### src/rtl/instr_fetch_ctrl.sv
// Instruction fetch / program-load sequencer in front of a 4096 x 29 instruction RAM.
// Fetch: fetch_req sampled in IDLE -> ir_valid three cycles later. Load: one write cycle, then ld_ack.
module instr_fetch_ctrl (
    input  logic        clk,
    input  logic        rst_n,
    input  logic        fetch_req,
    input  logic        pc_load,
    input  logic [11:0] pc_load_val,
    input  logic        ld_req,
    input  logic [11:0] ld_addr,
    input  logic [28:0] ld_data,
    input  logic [28:0] ram_rdata,
    output logic [11:0] pc,
    output logic [28:0] ir,
    output logic        ir_valid,
    output logic        ld_ack,
    output logic        busy,
    output logic [11:0] ram_address,
    output logic        ram_read_not_write,
    output logic [28:0] ram_wdata,
    output logic        ram_wdata_en
);

    typedef enum logic [2:0] {
        IDLE,
        RD,
        CAP,
        DONE,
        WR,
        WACK
    } state_t;

    state_t      state;
    logic [11:0] pc_next;
    logic        start_wr;

    // A branch load always beats the post-capture increment.
    always_comb begin
        pc_next = pc;
        if (pc_load) begin
            pc_next = pc_load_val;
        end else if (state == CAP) begin
            pc_next = pc + 12'd1;
        end
    end

    assign start_wr = (state == IDLE) && ld_req;

    always_ff @(posedge clk) begin
        if (!rst_n) begin
            state              <= IDLE;
            pc                 <= 12'd0;
            ir                 <= 29'd0;
            ir_valid           <= 1'b0;
            ld_ack             <= 1'b0;
            busy               <= 1'b0;
            ram_address        <= 12'd0;
            ram_read_not_write <= 1'b1;
            ram_wdata          <= 29'd0;
            ram_wdata_en       <= 1'b0;
        end else begin
            ir_valid           <= 1'b0;
            ld_ack             <= 1'b0;
            ram_read_not_write <= 1'b1;
            ram_wdata_en       <= 1'b0;
            pc                 <= pc_next;
            // The address bus follows pc everywhere except the write cycle.
            ram_address        <= start_wr ? ld_addr : pc_next;

            case (state)
                IDLE: begin
                    if (ld_req) begin
                        state              <= WR;
                        busy               <= 1'b1;
                        ram_wdata          <= ld_data;
                        ram_read_not_write <= 1'b0;
                        ram_wdata_en       <= 1'b1;
                    end else if (fetch_req) begin
                        state <= RD;
                        busy  <= 1'b1;
                    end
                end
                RD: begin
                    state <= CAP;
                end
                CAP: begin
                    ir       <= ram_rdata;
                    ir_valid <= 1'b1;
                    state    <= DONE;
                end
                DONE: begin
                    state <= IDLE;
                    busy  <= 1'b0;
                end
                WR: begin
                    ld_ack <= 1'b1;
                    state  <= WACK;
                end
                WACK: begin
                    state <= IDLE;
                    busy  <= 1'b0;
                end
                default: begin
                    state <= IDLE;
                    busy  <= 1'b0;
                end
            endcase
        end
    end

endmodule

### config.mk
export PLATFORM = sky130hd
export DESIGN_NAME = instr_fetch_ctrl
export DESIGN_NICKNAME = d
export VERILOG_FILES = /design/src/rtl/instr_fetch_ctrl.sv
export SDC_FILE = /design/constraint.sdc
export NUM_CORES = 1
export LEC_CHECK = 0
export ABC_CLOCK_PERIOD_IN_PS = 3500
export BUFFER_PORTS_ARGS = -buffer_cell sky130_fd_sc_hd__buf_2
export CELL_PAD_IN_SITES_DETAIL_PLACEMENT = 0
export CELL_PAD_IN_SITES_GLOBAL_PLACEMENT = 1
export CORE_AREA = 2 2 103 105
export DETAILED_ROUTE_END_ITERATION = 10
export DIE_AREA = 0 0 105 107
export GPL_TIMING_DRIVEN = 1
export PLACE_DENSITY = 0.86
export SKIP_CTS_REPAIR_TIMING = 1
export SYNTH_ARGS = -nofsm -noshare
export SYNTH_HDL_FRONTEND = slang
export SYNTH_SLANG_ARGS = --single-unit
### constraint.sdc
create_clock -name clk -period 3.5 [get_ports clk]
set_clock_uncertainty 0.15 [all_clocks]
set_input_delay 0 -clock clk [delete_from_list [all_inputs] [get_ports clk]]
set_output_delay 0 -clock clk [all_outputs]
set_load 0.1 [all_outputs]
==> qor.yml <==
run_status:
  status: "finished with violations"
  violations: "hold timing"
sta:
  fmax_ghz: 0.336
  min_period_ns: 2.97
  period_share: 0.849
  finalSetupTns_ns: 0
  hold-worst-slack_ns: -0.0596
  max_slew_margin: 0.260
  setup_viol: 0
  tightestPinTransition_ns: 1.11
  finalHoldViolations: 1
  final_max_slew_viol_count: 0
  rsz0062_at_grt: "false"
clock_network:
  cts_num_sinks: 90
  cts_root_buf: "clkbuf_8"
  tritoncts: "built"
  cts_made_buffers: 9
  cts.htree.levels: 3
  clock_latency_ns: 0.35
  clkTransAtPathRegs_ns: 0.10
  clockBufferDepth: 2
job:
  max-cap-violations: 0
route:
  totalWireLength_mm: 10.7
  remaining_drc_errors: 0
  wl_per_cell_um: 13.2
  drt-pass1-iter-count: 5
  drt_iter0_drc: 107
  vias_per_cell: 4.69
  ant_nets: 0
  route.vias.total: 3798
critical_path:
  crit_chain: "or3b_4, nor4_1, mux2_2, o31ai_1, dlygate4sd3_1"
  crit_buf_inv: 1
  cp_slowest_cell: "or3b_4"
  startpoint_type: "register"
  worstSetupPathDepth: 5
  r2r-start: "state[1]"
  reg2reg_to: "ram_address[10]"
  ff2ff_setup_slack_ns: 0.53
  crit_path_end_kind: "register"
  worstSetupPathType: "register to register"
  max_stage_delay_ns: 0.66
  critPathRequiredTime_ns: 3.65
  cp_data_arrival_time_ns: 3.12
  path_delay_family: "simple AND/OR/NAND/NOR gates"
  reg2reg_depth: 5
  cp_max_fo: 48
global_route:
  track_usage: 0.161
  grt-ovfl-total: 0
  grt_max_degree: 67
  grt_pass1_wl_mm: 14.7
  antenna_found_initial: 0
  first_global_vias: 3256
layout:
  area_growth_pct: 61.6
  fillers: 941
  nNetsFinal: 757
  fin_area_um2: 5490
  drive_gt1_frac: 0.301
  n_antenna_cell: 0
  seq_area_um2: 1800
  multi_input_area_um2: 1450
place:
  io_buffers: 173
  dpl_cell_area_um2: 4330
  dp.final_hpwl_mm: 6.60
  gp_congestion: 0.793
synth:
  synth-edff-count: 0
  synthArstFlopShare: 0
  synth_fp_nets: 500
  synth_top_area_frac: 0.530
  synth_top_area_cell: "dfxtp_1"
  netlist_area_um2: 3400
  synthFlopType: "dfxtp_1"
  synth_cell_type_count: 40
  ys_seq_area_frac: 0.530
  synth_cells: 412
  avgSynthCellArea_um2: 8.25
  synth_seq_cells: 90
  yosys_warnings: 0
  ys_top_cells_by_area: "dfxtp_1 (53%), nand2_1 (14%), a21oi_1 (8.8%), nand3_1 (2.4%), clkbuf_1 (2.0%)"
die:
  start_util: 0.337
  fp.dieW_um: 105
  rows: 37
  die_area_um2: 11200
  die_h_um: 107
  core-area_um2: 10100
  io_pins: 174
worst_hold_path:
  hp-class: "input port to register"
  worst_hold_path.endpoint: "state[0]"
  hold_start: "ld_req"
  hold_depth: 4
power_and_ir_drop:
  vdd_drop_max_uv: 286
  power.density_nw_per_um2: 598
  p_leak_nw: 2.46
[final cells by class]
type | count | share of cell area
inverter | 4 | 0.00273
sequential | 90 | 0.328
clock buffer | 10 | 0.0232
tap | 136 | 0.0310
multi-input combinational | 289 | 0.265
timing repair buffer | 275 | 0.342
clock inverter | 6 | 0.00775
[synthesized netlist by cell type, types with 3 or more instances]
master / instances
nand4_1: 3
inv_1: 3
buf_2: 5
o31ai_1: 9
o21ai_0: 11
nand3_1: 16
nor3_1: 9
nor4_1: 4
nand2_1: 123
clkbuf_1: 18
mux2_2: 3
buf_6: 3
nor2b_1: 3
nor2_1: 17
o31a_1: 4
a21oi_1: 60
dfxtp_1: 90
[flip-flops by register name, indices dropped and copies added, names as in the netlist]
register	count
ld_ack	1
pc	12
ram_wdata_en	1
ram_wdata	29
ir_valid	1
ir	29
state	3
ram_read_not_write	1
ram_address	12
busy	1
[placed cells by master (no fill, tap or decap), types with 4 or more instances in the layout]
master         count
nand2_1          123
nor4_1             4
dlygate4sd3_1     99
buf_2            173
o31a_1             4
dfxtp_1           90
nor3_1             9
clkbuf_8           9
nand3_1           16
o21ai_0           11
nor2_1            17
a21oi_1           60
o31ai_1            9
[worst register-to-register path, cell delays in order (launching register included)]
cell and delay [ns]:
dfxtp_1 0.52, or3b_4 0.66, nor4_1 0.43, mux2_2 0.39
o31ai_1 0.22, dlygate4sd3_1 0.56
[per-stage QoR]
stage / power (mW) / setup WS [ns] / util / hold slack [ns] / instances
floorplan: 2.34 / 0.837 / - / -0.0680 / 412
global placement: 2.55 / 1.17 / 0.429 / 0.0706 / 695
detailed placement: 2.56 / 1.09 / 0.429 / 0.0732 / 695
CTS: 3.19 / 1.07 / 0.446 / -0.309 / 711
global route: 3.43 / 0.365 / 0.544 / 0.00722 / 810
finish: 3.28 / 0.528 / 0.544 / -0.0596 / 810
[per-layer routing]
layer / vias to the layer above / global-route usage / wire [um]
met2: 141 / 0.268 / 5200
met5: - / 0 / 0
met1: 1735 / 0.190 / 4530
met4: 0 / 0.0648 / 228
met3: 22 / 0.0547 / 714
li1: 1900 / - / -
[how the worst max path moves through the flow]
| stage | start | slack [ns] | to |
|---|---|---|---|
| after floorplan | pc[0] | 0.84 | ram_address[10] |
| after global placement | state[1] | 1.17 | ram_address[10] |
| after detailed placement | state[1] | 1.09 | ram_address[10] |
| after CTS | state[1] | 1.07 | ram_address[10] |
| after global routing | state[1] | 0.37 | ram_address[11] |
| final | state[1] | 0.53 | ram_address[10] |
[power by group]
part	internal (mW)	switching, mW
clock	0.260	0.371
combinational	0.315	1.12
sequential	1.14	0.0777
[cells by family (layout without fill, tap and decap cells)]
logic type,count (synthesis),count (layout),synth area share
xor gates and xnor gates,2,2,0.00516
muxes,5,5,0.0158
AOI/OAI and AO/OA,94,94,0.157
adders and majority gates,1,1,0.00368
DFF,90,90,0.530
and+or+nand+nor,187,187,0.242
buffers and inverters,33,295,0.0460
Power figures use the tool's default switching activity.
